**src/rtl/dmem_lsu.sv**
```systemverilog
// dmem_lsu -- Memory-stage load/store unit for the 5-stage RISC-V pipeline.
//
// Accepts a load or store from the E/M register, issues one word-wide request
// on the data-memory bus, waits for mem_ready (or a timeout), and returns the
// sign/zero-extended load data. The pipeline is held while the access is open.
//
// Ports:
//   clk, reset          pipeline clock (rising edge), async active-low reset
//   MemReadM/MemWriteM  load / store request (store wins when both are set)
//   funct3M             access size and signedness
//   ALUResultM          byte address
//   WriteDataM          right-aligned store data
//   ReadDataM           registered, extended load result
//   StallM              combinational pipeline hold
//   MisalignM           combinational misaligned / reserved-funct3 flag
//   BusErrM             registered one-cycle timeout pulse
//   mem_req/we/addr/wdata/be   registered bus request fields
//   mem_ready/mem_rdata        bus completion and read word
module dmem_lsu #(
    parameter int unsigned TIMEOUT_CYCLES = 255
) (
    input  logic        clk,
    input  logic        reset,
    input  logic        MemReadM,
    input  logic        MemWriteM,
    input  logic [2:0]  funct3M,
    input  logic [31:0] ALUResultM,
    input  logic [31:0] WriteDataM,
    output logic [31:0] ReadDataM,
    output logic        StallM,
    output logic        MisalignM,
    output logic        BusErrM,
    output logic        mem_req,
    output logic        mem_we,
    output logic [31:0] mem_addr,
    output logic [31:0] mem_wdata,
    output logic [3:0]  mem_be,
    input  logic        mem_ready,
    input  logic [31:0] mem_rdata
);

    typedef enum logic [1:0] {
        S_IDLE,
        S_BUSY,
        S_DONE
    } state_e;

    localparam logic [9:0] CNT_LAST = 10'(TIMEOUT_CYCLES - 1);

    state_e      state_q, state_d;
    logic [9:0]  cnt_q, cnt_d;
    logic [31:0] rdata_q, rdata_d;
    logic        err_q, err_d;
    logic        req_q, req_d;
    logic        we_q, we_d;
    logic [31:0] addr_q, addr_d;
    logic [31:0] wdata_q, wdata_d;
    logic [3:0]  be_q, be_d;
    logic [2:0]  f3_q, f3_d;
    logic [1:0]  alo_q, alo_d;

    // Request decode
    logic        valid;
    logic        illegal;
    logic        accept;
    logic [3:0]  be_c;
    logic [31:0] wdata_c;

    assign valid = MemReadM | MemWriteM;

    // Loads reserve 011/110/111; stores only define 000..010.
    always_comb begin
        if (MemWriteM) begin
            illegal = (funct3M > 3'b010);
        end else begin
            illegal = (funct3M[1:0] == 2'b11) || (funct3M[2] && funct3M[1]);
        end
    end

    always_comb begin
        MisalignM = 1'b0;
        if (state_q == S_IDLE && valid) begin
            MisalignM = illegal
                     || (funct3M[1:0] == 2'b01 && ALUResultM[0])
                     || (funct3M[1:0] == 2'b10 && ALUResultM[1:0] != 2'b00);
        end
    end

    assign accept = (state_q == S_IDLE) && valid && !MisalignM;

    always_comb begin
        be_c    = 4'b1111;
        wdata_c = WriteDataM;
        case (funct3M[1:0])
            2'b00: begin
                be_c    = 4'b0001 << ALUResultM[1:0];
                wdata_c = {4{WriteDataM[7:0]}};
            end
            2'b01: begin
                be_c    = ALUResultM[1] ? 4'b1100 : 4'b0011;
                wdata_c = {2{WriteDataM[15:0]}};
            end
            default: begin
                be_c    = 4'b1111;
                wdata_c = WriteDataM;
            end
        endcase
    end

    // Load formatting uses the offset/size captured at request time, since
    // the inputs are not guaranteed to describe this access by completion.
    logic [31:0] shifted;
    logic [31:0] load_fmt;

    assign shifted = mem_rdata >> {alo_q, 3'b000};

    always_comb begin
        case (f3_q[1:0])
            2'b00:   load_fmt = {{24{~f3_q[2] & shifted[7]}}, shifted[7:0]};
            2'b01:   load_fmt = {{16{~f3_q[2] & shifted[15]}}, shifted[15:0]};
            default: load_fmt = mem_rdata;
        endcase
    end

    // Next-state / outputs
    always_comb begin
        state_d = state_q;
        cnt_d   = cnt_q;
        rdata_d = rdata_q;
        err_d   = 1'b0;
        req_d   = req_q;
        we_d    = we_q;
        addr_d  = addr_q;
        wdata_d = wdata_q;
        be_d    = be_q;
        f3_d    = f3_q;
        alo_d   = alo_q;
        StallM  = 1'b0;

        case (state_q)
            S_IDLE: begin
                StallM = accept;
                if (accept) begin
                    req_d   = 1'b1;
                    we_d    = MemWriteM;
                    addr_d  = {ALUResultM[31:2], 2'b00};
                    wdata_d = wdata_c;
                    be_d    = be_c;
                    f3_d    = funct3M;
                    alo_d   = ALUResultM[1:0];
                    cnt_d   = '0;
                    state_d = S_BUSY;
                end
            end
            S_BUSY: begin
                StallM = 1'b1;
                if (mem_ready) begin
                    if (!we_q) rdata_d = load_fmt;
                    req_d   = 1'b0;
                    cnt_d   = '0;
                    state_d = S_DONE;
                end else if (cnt_q == CNT_LAST) begin
                    if (!we_q) rdata_d = '0;
                    req_d   = 1'b0;
                    err_d   = 1'b1;
                    cnt_d   = '0;
                    state_d = S_DONE;
                end else begin
                    cnt_d = cnt_q + 10'd1;
                end
            end
            S_DONE: begin
                state_d = S_IDLE;
            end
            default: begin
                state_d = S_IDLE;
            end
        endcase
    end

    always_ff @(posedge clk or negedge reset) begin
        if (!reset) begin
            state_q <= S_IDLE;
            cnt_q   <= '0;
            rdata_q <= '0;
            err_q   <= 1'b0;
            req_q   <= 1'b0;
            we_q    <= 1'b0;
            addr_q  <= '0;
            wdata_q <= '0;
            be_q    <= '0;
            f3_q    <= '0;
            alo_q   <= '0;
        end else begin
            state_q <= state_d;
            cnt_q   <= cnt_d;
            rdata_q <= rdata_d;
            err_q   <= err_d;
            req_q   <= req_d;
            we_q    <= we_d;
            addr_q  <= addr_d;
            wdata_q <= wdata_d;
            be_q    <= be_d;
            f3_q    <= f3_d;
            alo_q   <= alo_d;
        end
    end

    assign ReadDataM = rdata_q;
    assign BusErrM   = err_q;
    assign mem_req   = req_q;
    assign mem_we    = we_q;
    assign mem_addr  = addr_q;
    assign mem_wdata = wdata_q;
    assign mem_be    = be_q;

endmodule

```
**config.mk**
```make
export PLATFORM = sky130hd
export DESIGN_NAME = dmem_lsu
export DESIGN_NICKNAME = d
export VERILOG_FILES = /design/src/rtl/dmem_lsu.sv
export SDC_FILE = /design/constraint.sdc
export NUM_CORES = 1
export LEC_CHECK = 0
export CAP_MARGIN = 20
export CELL_PAD_IN_SITES_DETAIL_PLACEMENT = 1
export CELL_PAD_IN_SITES_GLOBAL_PLACEMENT = 1
export CORE_MARGIN = 5
export CORE_UTILIZATION = 36
export DETAILED_ROUTE_END_ITERATION = 8
export PLACE_DENSITY_LB_ADDON = 0.1
export SLEW_MARGIN = 15
export SYNTH_ARGS = -nofsm -noshare
export SYNTH_HDL_FRONTEND = slang
export SYNTH_SLANG_ARGS = --single-unit
```
**constraint.sdc**
```tcl
create_clock -name clk -period 5.23 [get_ports clk]
set_input_delay 0.523 -clock clk [delete_from_list [all_inputs] [get_ports clk]]
set_output_delay 0.523 -clock clk [all_outputs]
set_load 0.03 [all_outputs]
```
==> reports/metrics.yaml <==
dr.pass1.iters: 4
grt_max_degree: 85
fin_setup_tns_ns: 0
syn_inst: 513
vias: 4863
routed_wl_mm: 18.3
std_cell_rows: 45
grt.total_usage_pct: 20.7
syn_to_final_growth_pct: 51.2
cp.required_ns: 4.71
synth-seq-cells: 118
hold_violations: 0
insertion_delay_ns: 0.41
end_kind: "output pin"
final_nets: 816
diodes: 0
max-vdd-ir-drop_mv: 0.275
status: "complete, no violations"
max_freq_mhz: 283
slew_violations: 0
die_w_um: 134
drive_above_1_share_pct: 6.78
drtIter0Drc: 364
yosysSeqAreaShare_pct: 53.1
synth_warnings: 0
htree_levels: 4
dp_hpwl_mm: 13.1
synth_async_sr_flop_share_pct: 100
startpoint: "funct3M[0]"
io_pins: 209
r2r_start: "alo_q[1]$_DFFE_PN0P_"
cts_setup_buffers: 0
drtAntennaViolNets: 0
cp.arrival_ns: 3.01
p_sw_share_pct: 38.9
critPathLaunchType: "input pin"
die_h_um: 134
syn-mean-instance-area_sq_um: 10.8
synthTopCellsByArea: "dfrtp_1 (53%), mux2_1 (8.5%), mux2i_1 (5.9%)"
ys.flop_type: "dfrtp_1"
fin_crit_ns: 3.53
via_per_inst: 5.34
yosysUniqueCellTypes: 51
die_area_sq_um: 18000
worst_slack_ns: 1.70
gp_congestion: 0.768
cts_sinks: 118
detail_route.wl_per_cell_um: 20.1
switching_power_mw: 1.83
skew_ns: 0.00746
cts_buffer_depth: 2
synth_common_cells: "dfrtp_1 (118), nand2_1 (49), mux2_1 (42)"
drc: 0
synth_top_area_share_pct: 53.1
postCtsHoldBufs: 0
syn_area_sq_um: 5560
rsz0062_at_grt: "no"
power.internal_mw: 2.87
leakage_nw: 3.55
worstRegToRegCells: 4
max_cap_violations: 0
clk_pin_slew_ns: 0.06
yosys.area.top_type: "dfrtp_1"
post-place-ws_ns: 1.62
start_util_pct: 36.7
cts_tree: "done"
cts_root_buf: "clkbuf_16"
p_comb_share_pct: 42.9
final.fill_count: 1606
regToRegSetupSlack_ns: 2.58
antenna_found_initial: 1
grt_overflow: 0
design.core.area_sq_um: 15100
synth_edf_count: 0
grt_first_pass_wirelength_mm: 29.6
p_per_area_nw_per_um2: 559
crit_fanout: 13
io_buffers: 206
pwr-share-clk_pct: 25.4
cts_resized: 0
max_slew_margin_pct: 32.6
hold_path.class: "in2async"
r2r-end: "ReadDataM[27]$_DFFE_PN0P_"
tightest_slew_ns: 1.01
first_global_vias: 5504
cts_buffers: 17
setup_viol: 0
worstSetupPathType: "in2out"
yosysMostFrequentCell: "dfrtp_1"
pwr-share-seq_pct: 31.6
post-route-period-util_pct: 67.6
-- sequential cells by signal (all words and copies together), names as in the netlist --
signal / count
f3_q: 3
ReadDataM: 32
mem_wdata: 32
cnt_q: 10
mem_we: 1
BusErrM: 1
mem_req: 1
state_q: 2
mem_addr: 30
mem_be: 4
alo_q: 2
-- per-stage QoR --
stage | instances | hold WS (ns) | area (sq um) | util (%) | total power, mW
final | 911 | 0.0532 | 8410 | 55.5 | 4.69
after global routing | 911 | 0.0899 | 8410 | 55.5 | 4.94
after CTS | 908 | 0.306 | 8370 | 55.3 | 4.75
after detailed placement | 876 | 0.478 | 7760 | 51.3 | 3.52
after global placement | 876 | 0.467 | 7760 | 51.3 | 3.46
after floorplan | 514 | 0.227 | 5560 | - | 2.57
-- cell families after synthesis --
group / synth area share (%)
AOI/OAI and AO/OA: 16.6
xor gates and xnor gates: 0.315
adders and majority gates: 0.450
buffers and inverters: 3.83
DFF: 53.1
muxes: 14.9
other: 0.0675
and+or+nand+nor: 10.7
-- cells in the final DEF (no fill, tap or decap), types with 3 or more instances in the layout --
master           synthesis  routed
a32o_1                   6       6
inv_1                   14      14
nand2_1                 49      49
clkdlybuf4s50_1          0     205
a32oi_1                 16      16
nand3_1                 20      20
o211ai_1                 7       7
nor2_1                  22      22
clkinvlp_4               0       3
clkinv_2                 0       5
o21ai_1                 32      32
nor3_1                   6       6
a22oi_1                  7       7
o21ai_0                 24      24
a21oi_1                 17      17
clkbuf_16                0      17
mux2_1                  42      42
o221ai_1                 7       7
nor2b_1                 11      11
nand4_1                  3       3
bufinv_16                0       3
nor3b_1                  3       3
a31oi_1                  3       3
buf_4                    2       7
mux2i_1                 33      33
dfrtp_1                118     118
-- routing by layer --
layer | global-route usage [%] | part of all wire, %
met3 | 7.80 | 8.5
met2 | 34.6 | 50
met4 | 6.50 | 1.6
met5 | 0 | 0.071
met1 | 24.9 | 40
-- final cells by class --
type                            count  area (sq um)  share of cell area (%)
Sequential cell                   118          2950                    35.1
Multi-Input combinational cell    344          2410                    28.6
Timing Repair Buffer              215          2150                    25.6
Clock buffer                       19           453                    5.39
Tap cell                          188           235                    2.80
Clock inverter                     13           155                    1.85
Inverter                           14          52.6                   0.625
-- worst max-delay path by stage --
| stage | depth (start not counted) | slack [ns] | endpoint |
|---|---|---|---|
| final | 6 | 1.70 | StallM |
| after global placement | 6 | 1.68 | StallM |
| after CTS | 6 | 1.63 | StallM |
| after detailed placement | 6 | 1.62 | StallM |
| after floorplan | 4 | 3.25 | StallM |
| after global routing | 6 | 1.52 | StallM |
-- worst max-delay path, stage by stage --
cell and delay (ns):
clkdlybuf4s50_1 0.81, nor4_2 0.62, o311ai_1 0.14, buf_4 0.20, inv_1 0.06, clkdlybuf4s50_1 0.66
-- power groups by stage --
stage / Sequential, mW / Clock [mW] / Combinational (mW)
after detailed placement: 1.50 / 0 / 2.03
after global placement: 1.47 / 0 / 1.98
final: 1.48 / 1.19 / 2.02
after floorplan: 2.04 / 0 / 0.529
after global routing: 1.54 / 1.27 / 2.14
after CTS: 1.49 / 1.22 / 2.04
Power figures use the tool's default switching activity.
